<file path="src/rtl/branch_tag_alloc.sv">
//------------------------------------------------------------------------------
// Module   : branch_tag_alloc
// Brief    : Branch tag allocator with per-tag dependency masks, resolve/kill.
// Revision : 1.0 - initial release
//------------------------------------------------------------------------------
`default_nettype none

module branch_tag_alloc #(
  parameter int NUM_TAGS = 4,
  parameter int TAG_BITS = $clog2(NUM_TAGS)
) (
  input  logic                clk,
  input  logic                rst,
  input  logic                alloc_req,
  output logic                alloc_ready,
  output logic [TAG_BITS-1:0] alloc_idx,
  output logic [NUM_TAGS-1:0] cur_mask,
  input  logic                resolve_valid,
  input  logic                resolve_mispred,
  input  logic [TAG_BITS-1:0] resolve_idx,
  input  logic                flush_all,
  output logic                clear_valid,
  output logic [TAG_BITS-1:0] clear_idx,
  output logic [NUM_TAGS-1:0] kill_mask,
  output logic [NUM_TAGS-1:0] busy_mask,
  output logic [TAG_BITS:0]   free_count
);

  logic [NUM_TAGS-1:0] r_busy;
  logic [NUM_TAGS-1:0] r_dep [NUM_TAGS];

  logic [NUM_TAGS-1:0] w_busy_nxt;
  logic [NUM_TAGS-1:0] w_dep_nxt [NUM_TAGS];
  logic [NUM_TAGS-1:0] w_res_onehot;
  logic [NUM_TAGS-1:0] w_dependents;
  logic [TAG_BITS-1:0] w_free_idx;
  logic [TAG_BITS:0]   w_pop;
  logic                w_res_busy;
  logic                w_hit;
  logic                w_correct;
  logic                w_mispred;
  logic                w_grant;

  always_comb begin
    w_res_onehot              = '0;
    w_res_onehot[resolve_idx] = 1'b1;
    w_res_busy = r_busy[resolve_idx];
    w_hit      = resolve_valid & w_res_busy & ~flush_all;
    w_correct  = w_hit & ~resolve_mispred;
    w_mispred  = w_hit & resolve_mispred;

    // Scan downward so the last assignment wins with the lowest free tag.
    w_free_idx = '0;
    for (int i = NUM_TAGS - 1; i >= 0; i--) begin
      if (!r_busy[i]) w_free_idx = TAG_BITS'(i);
    end

    w_pop = '0;
    for (int i = 0; i < NUM_TAGS; i++) begin
      w_pop = w_pop + (TAG_BITS + 1)'(r_busy[i]);
    end

    w_dependents = '0;
    for (int u = 0; u < NUM_TAGS; u++) begin
      w_dependents[u] = r_busy[u] & r_dep[u][resolve_idx];
    end

    alloc_ready = ~(&r_busy) & ~flush_all
                & ~(resolve_valid & resolve_mispred & w_res_busy);
    w_grant     = alloc_req & alloc_ready;
    alloc_idx   = w_free_idx;
    cur_mask    = r_busy & ~(w_correct ? w_res_onehot : '0);
    clear_valid = w_hit;
    clear_idx   = resolve_idx;

    if (flush_all)      kill_mask = r_busy;
    else if (w_mispred) kill_mask = w_dependents & ~w_res_onehot;
    else                kill_mask = '0;

    busy_mask  = r_busy;
    free_count = (TAG_BITS + 1)'(NUM_TAGS) - w_pop;
  end

  // Next state: retire/squash first, then load the newly granted tag's row.
  always_comb begin
    w_busy_nxt = r_busy;
    for (int u = 0; u < NUM_TAGS; u++) w_dep_nxt[u] = r_dep[u];

    if (w_hit) begin
      for (int u = 0; u < NUM_TAGS; u++) w_dep_nxt[u][resolve_idx] = 1'b0;
      w_busy_nxt[resolve_idx] = 1'b0;
    end
    if (w_mispred) w_busy_nxt = w_busy_nxt & ~w_dependents;

    if (w_grant) begin
      w_busy_nxt[w_free_idx] = 1'b1;
      w_dep_nxt[w_free_idx]  = cur_mask;
    end
  end

  always_ff @(posedge clk) begin
    if (rst || flush_all) begin
      r_busy <= '0;
      for (int u = 0; u < NUM_TAGS; u++) r_dep[u] <= '0;
    end else begin
      r_busy <= w_busy_nxt;
      for (int u = 0; u < NUM_TAGS; u++) r_dep[u] <= w_dep_nxt[u];
    end
  end

endmodule

`default_nettype wire

</file>
<file path="config.mk">
export PLATFORM = sky130hd
export DESIGN_NAME = branch_tag_alloc
export DESIGN_NICKNAME = d
export VERILOG_FILES = /design/src/rtl/branch_tag_alloc.sv
export SDC_FILE = /design/constraint.sdc
export NUM_CORES = 1
export LEC_CHECK = 0
export ABC_CLOCK_PERIOD_IN_PS = 5050
export BUFFER_PORTS_ARGS = -buffer_cell sky130_fd_sc_hd__buf_2
export CORE_MARGIN = 8
export CORE_UTILIZATION = 57
export CTS_CLUSTER_SIZE = 40
export DETAILED_ROUTE_END_ITERATION = 6
export PLACE_DENSITY = 0.81
export SYNTH_ARGS = -nofsm -noshare
export SYNTH_HDL_FRONTEND = slang
export SYNTH_SLANG_ARGS = --single-unit
export TNS_END_PERCENT = 20
</file>
<file path="constraint.sdc">
create_clock -name clk -period 5.05 [get_ports clk]
set_input_delay 0.505 -clock clk [delete_from_list [all_inputs] [get_ports clk]]
set_output_delay 0.505 -clock clk [all_outputs]
set_load 0.03 [all_outputs]
</file>
# [Yosys cells after proc, flatten, opt, wreduce, memory -nomap -nowiden]
# Memories as Yosys holds them, arrays and structs flattened.
# Index checks and enable logic that the tools add are counted.
[word_totals] register_bits=4 mem_bits_rw=16 in_bits=8 out_inout_bits=21 mem_count=1
[mem_list] memory="r_dep" words=4 width=4 rd=4 rd_clocked_by_memory_dff=0 wr=4 line_no="30" source="logic [NUM_TAGS-1:0] r_dep [NUM_TAGS];"
[op_classes] n_addsub=4 magnitude_cmp=6 n_mux=36 n_bitwise=34 n_reduce_logical=5
[ops] op="2-to-1 mux 4 bit" n=11
[ops] op="AND 4 bit" n=8
[ops] op="2-to-1 mux 16 bit" n=2
[ops] op="bitwise mux 16 bit" n=1
[ops] op="AND 1 bit" n=13
[ops] op="inverter 4 bit" n=3
[ops] op="binary-select mux 1 bit (select 2 bit)" n=5
[ops] op="2-to-1 mux 1 bit" n=10
[ops] op="demux 4 bit (select 2 bit)" n=1
[ops] op="2-to-1 mux 2 bit" n=4
[ops] op="< comparator 2 x 3 -> 1 bit (second input constant)" n=2
[ops] op="demux 1 bit (select 2 bit)" n=2
[ops] op=">= comparator 2 x 1 -> 1 bit (second input constant)" n=2
[ops] op="inverter 1 bit" n=4
[ops] op="bitwise OR 1 bit" n=4
[ops] op="bitwise OR 4 bit" n=1
[ops] op="AND reduction 4 bit" n=1
[ops] op="adder 2 x 1 -> 3 bit" n=1
[ops] op="adder 3 x 1 -> 3 bit" n=1
[ops] op=">= comparator 3 bit (second input constant)" n=1
[ops] op="logical AND 1 bit" n=3
[ops] op="< comparator 3 x 1 -> 1 bit (second input constant)" n=1
[ops] op="inverter 2 -> 3 bit" n=1
[ops] op="subtractor 3 bit (first input constant)" n=1
[ops] op="2 further kinds" n=2

# [Logic depth before layout (Yosys ltp)]
# Gate-level depths: netlist of the first run.
[depth] ltp_word=12 depth_mapped=7 ltp_nobuf=5

# [Least setup slack after synthesis of the first run]
# OpenSTA, ideal clock, no wires.
[synth_path] kind="register -> output" start="register r_busy[2] (netlist: busy_mask[2])" end="output kill_mask[0]" t_arrival_ps=2110 setup_slack_ps=2435 path_stages_with_launch=6 n_path_buf=1 cell_sequence="dfxtp_1 clkbuf_1 mux4_1 and3_1 nand3_1 o21ai_0"
[synth_via] elab_chain_cells=7
[synth_rtl] element="start, declared" line_no="29" source="logic [NUM_TAGS-1:0] r_busy;"
[synth_rtl] element="start signal, assigned" line_no="106" source="r_busy <= w_busy_nxt;"
[synth_rtl] element="binary-select mux 1 bit (select 2 bit)" line_no="47" source="w_res_busy = r_busy[resolve_idx];"
[synth_rtl] element="2-to-1 mux 1 bit (implied by the code)" line_no="47"
[synth_rtl] element="AND 1 bit (2 in a row)" line_no="48" source="w_hit = resolve_valid & w_res_busy & ~flush_all;"
[synth_rtl] element="AND 1 bit" line_no="50" source="w_mispred = w_hit & resolve_mispred;"
[synth_rtl] element="2-to-1 mux 4 bit" line_no="77" source="else if (w_mispred) kill_mask = w_dependents & ~w_res_onehot;"
[synth_rtl] element="2-to-1 mux 4 bit" line_no="76" source="if (flush_all) kill_mask = r_busy;"
[synth_rtl] element="end, declared" line_no="24" source="output logic [NUM_TAGS-1:0] kill_mask,"
# No other way between the ends. The select of a mux whose other input is x is not followed.

# [Worst setup path in the final report of the first run]
[layout_path] start="register r_busy[0] (netlist: busy_mask[0])" end="output kill_mask[3]"
# Same word-level chain as after synthesis.

==> results.md, run 1 <==
- Final Non-Filler Cells: just over 200
- DR WL/cell: 17.4 um
- Total Power Consumption: just under 0.0003 W
- Seq. cell area: between 400 and 500 sq um
- Post-CTS Hold Fix Bufs: 0
- Number of clock sinks: 20
- Pin count of the biggest net entering global routing: 20
- Post-layout nets: 190
- Number of antenna violations at the first check in global routing: 0
- Area fraction of the dominant cell type after synthesis: between 30% and 40%
- Final clock period utilization by the worst path: ~54%
- Final weighted congestion in routability-driven placement: about 1
- Synth warn: 0
- Max Cap Viol: 0
- Required @ worst endpoint: ~4.6 ns
- Number of global-route vias before repair: around 1200
- Floorplan die height: around 64 um
- Placeable core area: approximately 2200 sq um
- Total Neg Setup Slack: 0 ns
- Overall overflow remaining after global route: 0
- Post-route core utilization: 65.1%
- I/O Buffers: 28
- Gate family responsible for the most delay along the worst path: flip-flops
- WP buf/inv: 1
- Violation count after the first detailed-routing iteration: 106
- Max-Slew Margin vs Limit: about two fifths
- Wire length of the first global-routing pass: about 5900 um
- Signed area change from the synthesized netlist to the final layout: 7.97%
- Total number of vias: around 1300
- Distinct cells, synth: 41
- Part of the Yosys area used for sequential elements: between 30 and 40%
- Total routing resource utilization after global routing: ~17%
- Type of destination of the critical path: primary output
- Syn avg cell area: between 8 and 9 sq um
- Drc violations: 0
- Count of nets left with antenna violations after detail routing: 0
- Die Wd: about 64 um
- Fraction of synthesis flops using an asynchronous set or reset pin: 0%
- Run status: finished, final reports clean
- Hold crit path type: reg2reg
- Worst vdd rail ir drop: approximately 200 uV
- Placed Cells: 202
- Clock Tree Root: sky130_fd_sc_hd__clkbuf_4
- Level count of the clock H-tree: 1
- Standard-cell rows: 17
- Synth Instances: between 150 and 200
- Detailed-placement wirelength estimate: approximately 2700 um
- Number of top-level pins: 29
- CTS tree: yes
- Fillcell total: ~210
- Static leakage: 0.662 nW
- Power per standard cell area: 201 nW/um^2
- Top area cells in the synthesized netlist: sky130_fd_sc_hd__dfxtp_1 30%, sky130_fd_sc_hd__nand2_1 7.9%, sky130_fd_sc_hd__mux2i_1 7.5%
- Synth Flop Type: sky130_fd_sc_hd__dfxtp_1
- Post-synthesis instance area: 1330 sq um
- Area after detailed placement: 1420 sq um
- Hold violation count in the final report: 0
- Largest stage delay on the critical path: ~0.60 ns
- Worst-Skew Late Latency: around 0.31 ns
- Critical-path cell list: mux2i_1, or3_1, a221oi_1, o21a_1, buf_2
- Arrival time at the worst endpoint: about 2.2 ns
- Effective utilization at floorplan: between 60% and 70%
- 1st-pass router iterations: 4
- Number of nets produced by synthesis: about 170
- Clock skew: 0.00591 ns
- Ratio of cells with drive above 1 in the final layout: 19.8%
- Largest fanout on the critical path: 13
- Number of vias per cell: about 6.6
- Achievable Freq: 369 MHz
- Setup fix buffers added after clock tree synthesis: 0
- Multi-input gate area in the final layout: 808 sq um
- Clock-pin slew of the registers on the worst-case setup and hold paths: between 0.1 and 0.15 ns
- Min Tclk post-route: between 2 and 3 ns
- Total inserted antenna cells: 0
- DIE AREA: around 4100 sq um
- Final slew viol count: 0
- Number of synthesized flops with an enable pin: 0
- Total wire length after detailed routing: between 3000 and 4000 um
- Total clock buffers created by CTS: 3
- Worst Max-Slew Pin Slew: approximately 0.91 ns
- Total of cells resized after clock tree synthesis: 0
- Setup repair after global routing missed its margin: no
- Kind of critical path: reg2out
- Kind of start point of the critical path: register
- # setup viols final: 0
- Library cell with the largest summed area after synthesis: sky130_fd_sc_hd__dfxtp_1
- Buffers from clock root to sink, at most: 2
- Final Instance Area: about 1400 sq um
- Crit path max-delay cell type: sky130_fd_sc_hd__dfxtp_1
- #FFs+latches synth: 20
## worst register-to-register path, cell delays in order, from the launching register on
cell and delay (ns):
sky130_fd_sc_hd__dfxtp_1 0.63, sky130_fd_sc_hd__mux2_2 0.24, sky130_fd_sc_hd__nand4_1 0.32, sky130_fd_sc_hd__and3b_1 0.41
sky130_fd_sc_hd__a32o_1 0.24
## kinds of logic after synthesis
| group | count (synthesis) | share of synthesized area, % |
|---|---|---|
| AOI/OAI and AO/OA | 30 | 16.2 |
| DFF | 20 | 30.0 |
| muxes | 14 | 14.0 |
| buffers and inverters | 24 | 9.38 |
| adders and majority gates | 3 | 3.38 |
| and+or+nand+nor | 70 | 27.0 |
## state kept, by name (all words and copies together), names as in the netlist
name	flops
busy_mask	4
r_dep	16
## layout by cell type (no fill, tap or decap), types with 3 or more instances in the layout
cell type and n:
sky130_fd_sc_hd__a32o_1 3, sky130_fd_sc_hd__o21ai_0 6, sky130_fd_sc_hd__o21a_1 3, sky130_fd_sc_hd__clkbuf_4 3
sky130_fd_sc_hd__a21oi_1 4, sky130_fd_sc_hd__nor2_1 8, sky130_fd_sc_hd__and3_1 7, sky130_fd_sc_hd__inv_1 9
sky130_fd_sc_hd__buf_2 28, sky130_fd_sc_hd__a22oi_1 4, sky130_fd_sc_hd__nand2_1 28, sky130_fd_sc_hd__nor2b_1 5
sky130_fd_sc_hd__nand3_1 6, sky130_fd_sc_hd__nand2b_1 3, sky130_fd_sc_hd__dfxtp_1 20, sky130_fd_sc_hd__mux2i_1 10
## layer usage
metal  routed length (um)  GRT usage (%)  vias to the layer above  share of wire [%]
met2                 1660           27.3                       76                 46
met5                    0              0                        -                  0
li1                     -              -                      602                  -
met3                  373           4.70                        9                 10
met1                 1460           20.9                      659                 41
met4                   80           8.72                        0                2.2
## cell usage after synthesis (all sizes together), types with 2 or more instances
master and count:
nor2b 5, a211oi 2, buf 10, nand4 2
nor3b 2, a21oi 4, nand2b 3, dfxtp 20
nand3 6, o21a 3, clkbuf 5, mux4 3
ha 2, o311ai 2, a311oi 2, o31a 2
mux2i 10, and3 7, inv 9, a32o 3
nor2 8, nand2 28, o21ai 6, a22oi 4
## area by class of cell
class / instances / share of cell area, %
flip-flops and latches: 20 / 27.8
repair buffers: 28 / 9.73
well taps: 28 / 2.43
multi-input cells: 117 / 56.1
inverters: 9 / 2.35
clock buffers: 3 / 1.56
## worst paths after layout
| path | cells past startpoint | endpoint | slack [ns] | start |
|---|---|---|---|---|
| max | 5 | kill_mask[3] | 2.34 | busy_mask[0] |
| min | 2 | r_dep[0][0] | 0.44 | r_dep[0][0] |
| max reg2reg | 4 | busy_mask[1] | 3.10 | busy_mask[2] |
| min reg2reg | 2 | r_dep[0][0] | 0.44 | r_dep[0][0] |
## report_power, final
part / total [W] / internal [W] / leakage [nW] / switching, W
registers: 0.000162 / 0.000159 / 0.161 / 0.00000257
logic: 0.0000505 / 0.0000158 / 0.486 / 0.0000347
clock network: 0.0000770 / 0.0000279 / 0.0138 / 0.0000491
## metrics by stage
| step | setup slack (ns) | hold slack (ns) |
|---|---|---|
| 3_5_place_dp | 2.44 | 0.423 |
| 4_1_cts | 2.37 | 0.440 |
| 6_report | 2.34 | 0.444 |
| 3_3_place_gp | 2.49 | 0.415 |
| 2_1_floorplan | 2.44 | 0.407 |
| 5_1_grt | 2.17 | 0.473 |
(Power assumes the default switching activity.)
==> run 2: changes to the inputs <==
--- a/config.mk
+++ b/config.mk
@@ -5,13 +5,13 @@
 export SDC_FILE = /design/constraint.sdc
 export NUM_CORES = 1
 export LEC_CHECK = 0
-export ABC_CLOCK_PERIOD_IN_PS = 5050
+export ABC_CLOCK_PERIOD_IN_PS = 2600
 export BUFFER_PORTS_ARGS = -buffer_cell sky130_fd_sc_hd__buf_2
 export CORE_MARGIN = 8
-export CORE_UTILIZATION = 57
+export CORE_UTILIZATION = 53
 export CTS_CLUSTER_SIZE = 40
 export DETAILED_ROUTE_END_ITERATION = 6
-export PLACE_DENSITY = 0.81
+export PLACE_DENSITY = 0.76
 export SYNTH_ARGS = -nofsm -noshare
 export SYNTH_HDL_FRONTEND = slang
 export SYNTH_SLANG_ARGS = --single-unit
==> constraint.sdc (replaced) <==
create_clock -name clk -period 2.6 [get_ports clk]
set_input_delay 0.26 -clock clk [delete_from_list [all_inputs] [get_ports clk]]
set_output_delay 0.26 -clock clk [all_outputs]
set_load 0.03 [all_outputs]
==> run 2 against run 1 <==
Net effect:
- core utilization fell by 4.1 points
- highest routed layer unchanged
- non-clock buffer count rose by 3
- power up 110%
- global-route usage shrank 0.71 points
- cell area up 3.0%
- sequential power is 92% higher
- count of clock-buffer cells in the layout grew 1
- register-to-register slack lost 2.3 ns
- die area grew 5.6%
- combinational power is 100% higher
- final cell count up 2.9%
==> results.md, run 2 (synthesized netlist as in run 1, its figures left out) <==
- Detailed-placement wirelength estimate: 2820 um (was 2680 um)
- Worst Max-Slew Pin Slew: 0.777 ns (was 0.907 ns)
- Clock Tree Root: sky130_fd_sc_hd__clkbuf_4 (unchanged)
- Count of nets left with antenna violations after detail routing: 0 (unchanged)
- Post-route core utilization: 61.0% (was 65.1%)
- Total wire length after detailed routing: 3700 um (was 3570 um)
- Setup fix buffers added after clock tree synthesis: 0 (unchanged)
- Number of top-level pins: 29 (unchanged)
- Arrival time at the worst endpoint: 2.05 ns (was 2.20 ns)
- Placed Cells: 207 (was 202)
- Clock skew: 0.00679 ns (was 0.00591 ns)
- Setup repair after global routing missed its margin: no (unchanged)
- Hold violation count in the final report: 0 (unchanged)
- Ratio of cells with drive above 1 in the final layout: 23.2% (was 19.8%)
- Total of cells resized after clock tree synthesis: 0 (unchanged)
- # setup viols final: 0 (unchanged)
- Post-CTS Hold Fix Bufs: 0 (unchanged)
- Total inserted antenna cells: 0 (unchanged)
- Min Tclk post-route: around 2.3 ns
- Achievable Freq: about 430 MHz
- Total Neg Setup Slack: 0 ns (unchanged)
- Clock-pin slew of the registers on the worst-case setup and hold paths: 0.13 ns (was 0.11 ns)
- CTS tree: yes (unchanged)
- Final slew viol count: 0 (unchanged)
- Post-layout nets: 193 (was 190)
- Die Wd: 66.2 um (was 64.4 um)
- Register ranked first by flip-flop count: r_dep (unchanged)
- Final weighted congestion in routability-driven placement: 1.02 (was 1.01)
- Worst-Skew Late Latency: 0.30 ns (was 0.31 ns)
- Final Non-Filler Cells: 211 (was 205)
- Power per standard cell area: 406 nW/um^2 (was 201 nW/um^2)
- I/O Buffers: 28 (unchanged)
- Commonest cells after routing, fill and taps aside: 28 x sky130_fd_sc_hd__nand2_1, 28 x sky130_fd_sc_hd__buf_2, 17 x sky130_fd_sc_hd__dfxtp_1 (was 28 x sky130_fd_sc_hd__nand2_1, 28 x sky130_fd_sc_hd__buf_2, 20 x sky130_fd_sc_hd__dfxtp_1)
- Max Cap Viol: 0 (unchanged)
- Overall overflow remaining after global route: 0 (unchanged)
- Total clock buffers created by CTS: 3 (unchanged)
- Static leakage: 0.686 nW (was 0.662 nW)
- Signed area change from the synthesized netlist to the final layout: 11.2% (was 7.97%)
- Pin count of the biggest net entering global routing: 20 (unchanged)
- Final clock period utilization by the worst path: about nine tenths
- Buffers from clock root to sink, at most: 2 (unchanged)
- Type of destination of the critical path: primary output (unchanged)
- DR WL/cell: 17.5 um (was 17.4 um)
- Floorplan die height: 66.2 um (was 64.4 um)
- Kind of critical path: reg2out (unchanged)
- Largest fanout on the critical path: 11 (was 13)
- DIE AREA: 4380 sq um (was 4140 sq um)
- Worst vdd rail ir drop: 369 uV (was 200 uV)
- Max-Slew Margin vs Limit: 47.8% (was 39.1%)
- Number of vias per cell: 6.20 (was 6.57)
- Run status: finished, final reports clean (unchanged)
- Wire length of the first global-routing pass: 5730 um (was 5850 um)
- Hold crit path type: in2reg (was reg2reg)
- Total number of vias: 1308 (was 1346)
- Number of antenna violations at the first check in global routing: 0 (unchanged)
- Effective utilization at floorplan: 54.8% (was 60.3%)
- Drc violations: 0 (unchanged)
- Total routing resource utilization after global routing: 16.6% (was 17.3%)
- Required @ worst endpoint: 2.34 ns (was 4.55 ns)
- 1st-pass router iterations: 4 (unchanged)
- Violation count after the first detailed-routing iteration: 116 (was 106)
- Worst-case hold slack: 0.331 ns (was 0.444 ns)
- Number of global-route vias before repair: 1186 (was 1240)
- Flip-flop count of the largest register, all copies and words added: 16 (unchanged)
- Kind of start point of the critical path: register (unchanged)
- Level count of the clock H-tree: 1 (unchanged)
- Number of clock sinks: 20 (unchanged)
- Standard-cell rows: 18 (was 17)
- Placeable core area: 2430 sq um (was 2210 sq um)
## run 2: changes by cell type in the layout (fill, tap and decap cells not counted)
cell,change
sky130_fd_sc_hd__buf_4,+3
sky130_fd_sc_hd__dfxtp_1,-3
sky130_fd_sc_hd__clkbuf_8,+1
sky130_fd_sc_hd__dfxtp_2,+3
## run 2: final timing paths
kind / slack (ns) / startpoint / to / depth (start not counted)
worst max-delay path: 0.29 / busy_mask[1] / kill_mask[3] / 5
worst max register to register: 0.82 / busy_mask[2] / busy_mask[1] / 4
worst min-delay path: 0.33 / alloc_req / r_dep[1][0] / 3
worst min register to register: 0.45 / r_dep[3][3] / r_dep[3][3] / 2
## run 2: stage by stage
step	cell area, sq um	total power (W)	worst slack [ns]
after floorplan	1330	0.000397	0.230
after global placement	1440	0.000419	0.518
after detailed placement	1440	0.000420	0.469
after CTS	1480	0.000605	0.171
after global routing	1480	0.000625	0.133
final	1480	0.000602	0.290
## run 2: routing by layer
layer  up-vias  share of wire [%]  wire (um)  GRT usage (%)
li1        613                  -          -              -
met1       611                 41       1530           20.3
met2        76                 46       1690           27.1
met3         8                 11        412           4.24
met4         0                1.8         68           5.87
met5         -                  0          0              0
## run 2: power by group
group	leakage, nW	internal [W]	switching [W]
clock	0.0210	0.0000854	0.000102
sequential	0.163	0.000309	0.00000228
combinational	0.502	0.0000337	0.0000697
total	0.686	0.000428	0.000174
## run 2: final cells by class
type                            instances  area, sq um
Fill cell                             238          950
Multi-Input combinational cell        117          808
Sequential cell                        20          404
Timing Repair Buffer                   31          163
Tap cell                               30         37.5
Clock buffer                            4         36.3
Inverter                                9         33.8
## run 2: worst max-delay path: stages (launching register included)
cell and delay, ns:
sky130_fd_sc_hd__dfxtp_2 0.46, sky130_fd_sc_hd__mux2i_1 0.11, sky130_fd_sc_hd__or3_1 0.50, sky130_fd_sc_hd__a221oi_1 0.35, sky130_fd_sc_hd__o21a_1 0.14, sky130_fd_sc_hd__buf_2 0.19
==> run 3: changes to the inputs <==
--- a/config.mk
+++ b/config.mk
@@ -5,13 +5,15 @@
 export SDC_FILE = /design/constraint.sdc
 export NUM_CORES = 1
 export LEC_CHECK = 0
+export ABC_AREA = 1
 export ABC_CLOCK_PERIOD_IN_PS = 2600
 export BUFFER_PORTS_ARGS = -buffer_cell sky130_fd_sc_hd__buf_2
+export CORE_ASPECT_RATIO = 0.5
 export CORE_MARGIN = 8
-export CORE_UTILIZATION = 53
+export CORE_UTILIZATION = 54
 export CTS_CLUSTER_SIZE = 40
 export DETAILED_ROUTE_END_ITERATION = 6
-export PLACE_DENSITY = 0.76
+export PLACE_DENSITY = 0.77
 export SYNTH_ARGS = -nofsm -noshare
 export SYNTH_HDL_FRONTEND = slang
 export SYNTH_SLANG_ARGS = --single-unit
==> run 3 against run 2 <==
Net effect:
- power up 19%
- wire length up 3.0%
- clock power up 68%
- critical path depth unchanged
- register-to-register slack better by 0.13 ns
- sequential share of layout area down 3.1 points
- critical path type unchanged
- largest cell class unchanged
==> results.md, run 3 <==
- Count of nets left with antenna violations after detail routing: 0 (unchanged)
- Clock skew: 0.00164 ns (was 0.00679 ns)
- Fraction of synthesis flops using an asynchronous set or reset pin: 0% (unchanged)
- I/O Buffers: 28 (unchanged)
- Top area cells in the synthesized netlist: sky130_fd_sc_hd__dfxtp_1 28%, sky130_fd_sc_hd__nand2_1 17%, sky130_fd_sc_hd__nor2_1 7.9% (was sky130_fd_sc_hd__dfxtp_1 30%, sky130_fd_sc_hd__nand2_1 7.9%, sky130_fd_sc_hd__mux2i_1 7.5%)
- Number of top-level pins: 29 (unchanged)
- Final clock period utilization by the worst path: 83.7% (was 88.9%)
- Die Wd: 88.5 um (was 66.2 um)
- Number of clock sinks: 20 (unchanged)
- Reg2Reg Depth: 9 (was 4)
- Violation count after the first detailed-routing iteration: 196 (was 116)
- Run status: finished, final reports clean (unchanged)
- Commonest cells after routing, fill and taps aside: 66 x sky130_fd_sc_hd__nand2_1, 30 x sky130_fd_sc_hd__nor2_1, 28 x sky130_fd_sc_hd__buf_2 (was 28 x sky130_fd_sc_hd__nand2_1, 28 x sky130_fd_sc_hd__buf_2, 17 x sky130_fd_sc_hd__dfxtp_1)
- Critical path launch point: busy_mask[3] (was busy_mask[1])
- #FFs+latches synth: 20 (unchanged)
- Most frequent standard cell in the layout excluding fill and tap cells: sky130_fd_sc_hd__nand2_1
- Post-layout nets: 251 (was 193)
- Wire length of the first global-routing pass: 6180 um (was 5730 um)
- Type of destination of the critical path: primary output (unchanged)
- Critical-path cell list: fa_1, inv_1, ha_1, ha_1, buf_2 (was mux2i_1, or3_1, a221oi_1, o21a_1, buf_2)
- Worst-case hold slack: 0.313 ns (was 0.331 ns)
- Total routing resource utilization after global routing: 17.0% (was 16.6%)
- Post-synthesis instance area: 1420 sq um (was 1330 sq um)
- Crit path max-delay cell type: sky130_fd_sc_hd__dfxtp_1 (was sky130_fd_sc_hd__or3_1)
- Total number of vias: 1463 (was 1308)
- P_sw: 0.000178 W (was 0.000174 W)
- Min Tclk post-route: 2.18 ns (was 2.31 ns)
- Worst-Skew Late Latency: 0.26 ns (was 0.30 ns)
- # setup viols final: 0 (unchanged)
- Min setup slack post-route: 0.424 ns (was 0.290 ns)
- 1st-pass router iterations: 5 (was 4)
- Static leakage: 0.790 nW (was 0.686 nW)
- Number of synthesized flops with an enable pin: 0 (unchanged)
- Net switching fraction of the power: 24.9% (was 28.9%)
- Power per standard cell area: 430 nW/um^2 (was 406 nW/um^2)
- Floorplan die height: 52.2 um (was 66.2 um)
- Pin count of the biggest net entering global routing: 13 (was 20)
- Placeable core area: 2540 sq um (was 2430 sq um)
- Signed area change from the synthesized netlist to the final layout: 17.0% (was 11.2%)
- Part of the Yosys area used for sequential elements: 28.2% (was 30.0%)
- Max Cap Viol: 0 (unchanged)
- Syn avg cell area: 6.75 sq um (was 8.28 sq um)
- Synth warn: 0 (unchanged)
- Total wire length after detailed routing: 3810 um (was 3700 um)
- Setup repair after global routing missed its margin: no (unchanged)
- Simple-gate share of the synthesized area: 53.7% (was 27.0%)
- Largest stage delay on the critical path: 0.57 ns (was 0.50 ns)
- Post-Place Worst Slack: 0.716 ns (was 0.469 ns)
- Distinct cells, synth: 25 (was 41)
- Clock Tree Root: sky130_fd_sc_hd__clkbuf_8 (was sky130_fd_sc_hd__clkbuf_4)
- Clock-pin slew of the registers on the worst-case setup and hold paths: 0.07 ns (was 0.13 ns)
- Buffers from clock root to sink, at most: 2 (unchanged)
- Library cell with the largest summed area after synthesis: sky130_fd_sc_hd__dfxtp_1 (unchanged)
- Achievable Freq: 460 MHz (was 433 MHz)
- Worst vdd rail ir drop: 242 uV (was 369 uV)
- Ratio of cells with drive above 1 in the final layout: 23.4% (was 23.2%)
- Most used standard cells in the synthesized netlist: 66 x sky130_fd_sc_hd__nand2_1, 30 x sky130_fd_sc_hd__nor2_1, 22 x sky130_fd_sc_hd__inv_1, 20 x sky130_fd_sc_hd__dfxtp_1, 16 x sky130_fd_sc_hd__nand3_1 (was 28 x sky130_fd_sc_hd__nand2_1, 20 x sky130_fd_sc_hd__dfxtp_1, 10 x sky130_fd_sc_hd__mux2i_1, 9 x sky130_fd_sc_hd__inv_1, 8 x sky130_fd_sc_hd__nor2_1)
- Standard-cell rows: 13 (was 18)
- Largest family of logic cells by synthesized area: simple AND/OR/NAND/NOR gates (unchanged)
- Final Instance Area: 1660 sq um (was 1480 sq um)
- Effective utilization at floorplan: 55.9% (was 54.8%)
- Number of vias per cell: 5.30 (was 6.20)
- CTS tree: yes (unchanged)
- Xor/xnor cell area share of the yosys netlist: 0% (unchanged)
- Arrival time at the worst endpoint: 1.92 ns (was 2.05 ns)
- Register ranked first by flip-flop count: r_dep (unchanged)
- DIE AREA: 4620 sq um (was 4380 sq um)
- Synth Instances: 210 (was 161)
- Hold Crit Endpoint: r_dep[3][0] (was r_dep[1][0])
- Number of stages on the worst hold path: 4 (was 3)
- Total clock buffers created by CTS: 3 (unchanged)
- Startpoint of the worst hold path: rst (was alloc_req)
- Reg-to-reg critical path endpoint: r_dep[0][1] (was busy_mask[1])
- Detailed-placement wirelength estimate: 2970 um (was 2820 um)
- Post-CTS Hold Fix Bufs: 0 (unchanged)
- Part of the total power dissipated in sequential elements: 43.5% (was 51.7%)
- Max-Slew Margin vs Limit: 67.1% (was 47.8%)
- Reg-to-reg slack, setup: 0.95 ns (was 0.82 ns)
- Largest fanout on the critical path: 10 (was 11)
- Hold crit path type: in2reg (unchanged)
- Required @ worst endpoint: 2.34 ns (about the same)
- Flip-flop count of the largest register, all copies and words added: 16 (unchanged)
- Most used cell along the critical path: sky130_fd_sc_hd__ha_1
- Level count of the clock H-tree: 1 (unchanged)
- Gate family responsible for the most delay along the worst path: adder cells (was simple AND/OR/NAND/NOR gates)
- Final weighted congestion in routability-driven placement: 0.931 (was 1.02)
- Share of synthesized cell area in full adder, half adder and majority cells: 3.18% (was 3.38%)
- Area after detailed placement: 1590 sq um (was 1440 sq um)
- Post-synthesis compound-gate area fraction: 6.88% (was 16.2%)
- Launch instance of the worst register-to-register path: busy_mask[3] (was busy_mask[2])
- Most instantiated library cell after synthesis: sky130_fd_sc_hd__nand2_1 (unchanged)
- Number of antenna violations at the first check in global routing: 0 (unchanged)
- Internal Pwr Total: 0.000536 W (was 0.000428 W)
- DR WL/cell: 13.8 um (was 17.5 um)
- Drc violations: 0 (unchanged)
- Total inserted antenna cells: 0 (unchanged)
- Synth Flop Type: sky130_fd_sc_hd__dfxtp_1 (unchanged)
- Overall overflow remaining after global route: 0 (unchanged)
- Total Neg Setup Slack: 0 ns (unchanged)
- Setup fix buffers added after clock tree synthesis: 0 (unchanged)
- Part of the power in combinational logic: 12.4% (was 17.2%)
- Total of cells resized after clock tree synthesis: 0 (unchanged)
- Kind of critical path: reg2out (unchanged)
- Final slew viol count: 0 (unchanged)
- Number of nets produced by synthesis: 221 (was 172)
- Clock network fraction of design power: 44.1% (was 31.2%)
- Kind of start point of the critical path: register (unchanged)
- Area fraction of the dominant cell type after synthesis: 28.2% (was 30.0%)
- WP buf/inv: 2 (was 1)
- Multiplexer share of the synthesized area: 0% (was 14.0%)
- Worst Max-Slew Pin Slew: 0.492 ns (was 0.777 ns)
- Number of global-route vias before repair: 1243 (was 1186)
- Fillcell total: 234 (was 238)
- Hold violation count in the final report: 0 (unchanged)
run 3: cell count changes after synthesis, sizes merged, moves of 5 or more:
cell and change:
nor2b -5, and3 -7, buf -7, nand4 +13, nor2 +27, mux2i -10
nand2 +46, nand3 +12, inv +15
run 3: routing by layer:
layer	track usage, %	share of wire, %	vias to the layer above
li1	-	-	742
met1	24.3	47	650
met2	26.0	42	68
met3	2.34	11	3
met4	4.99	0.76	0
met5	0	0	-
run 3: logic make-up after synthesis:
| kind of cell | Yosys count |
|---|---|
| buffers and inverters | 28 |
| AND/OR/NAND/NOR | 142 |
| adder cells (fa/ha/maj) | 3 |
| AO/OA/AOI/OAI | 17 |
| flip-flops | 20 |
run 3: area by class of cell:
cell class              count  area (sq um)  area share [%]
inverters                  24          90.1            5.43
flip-flops and latches     20           400            24.1
clock buffers               3          41.3            2.49
multi-input cells         162           903            54.4
clock inverters             1          30.0            1.81
repair buffers             29           148            8.90
well taps                  37          46.3            2.79
run 3: per-stage QoR:
step	power (W)	utilization, %	cells
detailed placement	0.000406	62.6	272
global placement	0.000405	62.6	272
floorplan	0.000376	-	210
global route	0.000742	65.4	276
CTS	0.000718	65.4	276
finish	0.000714	65.4	276
run 3: power by group through the flow:
stage          clock network, W  logic [W]  registers (W)
4_1_cts                0.000319  0.0000886       0.000311
3_5_place_dp                  0  0.0000883       0.000318
6_report               0.000315  0.0000888       0.000311
2_1_floorplan                 0  0.0000574       0.000318
5_1_grt                0.000334  0.0000971       0.000311
3_3_place_gp                  0  0.0000874       0.000318
run 3: worst max path at each step:
stage,end,slack (ns),cells past startpoint
2_1_floorplan,kill_mask[1],0.38,7
3_3_place_gp,free_count[1],0.75,5
3_5_place_dp,free_count[1],0.72,5
4_1_cts,free_count[1],0.43,5
5_1_grt,kill_mask[0],0.30,9
6_report,free_count[1],0.42,5
run 3: worst min-delay path, cell delays in order:
cell	delay (ns)
sky130_fd_sc_hd__buf_2	0.08
sky130_fd_sc_hd__nor2_2	0.08
sky130_fd_sc_hd__nand2_1	0.08
sky130_fd_sc_hd__nor2_1	0.04
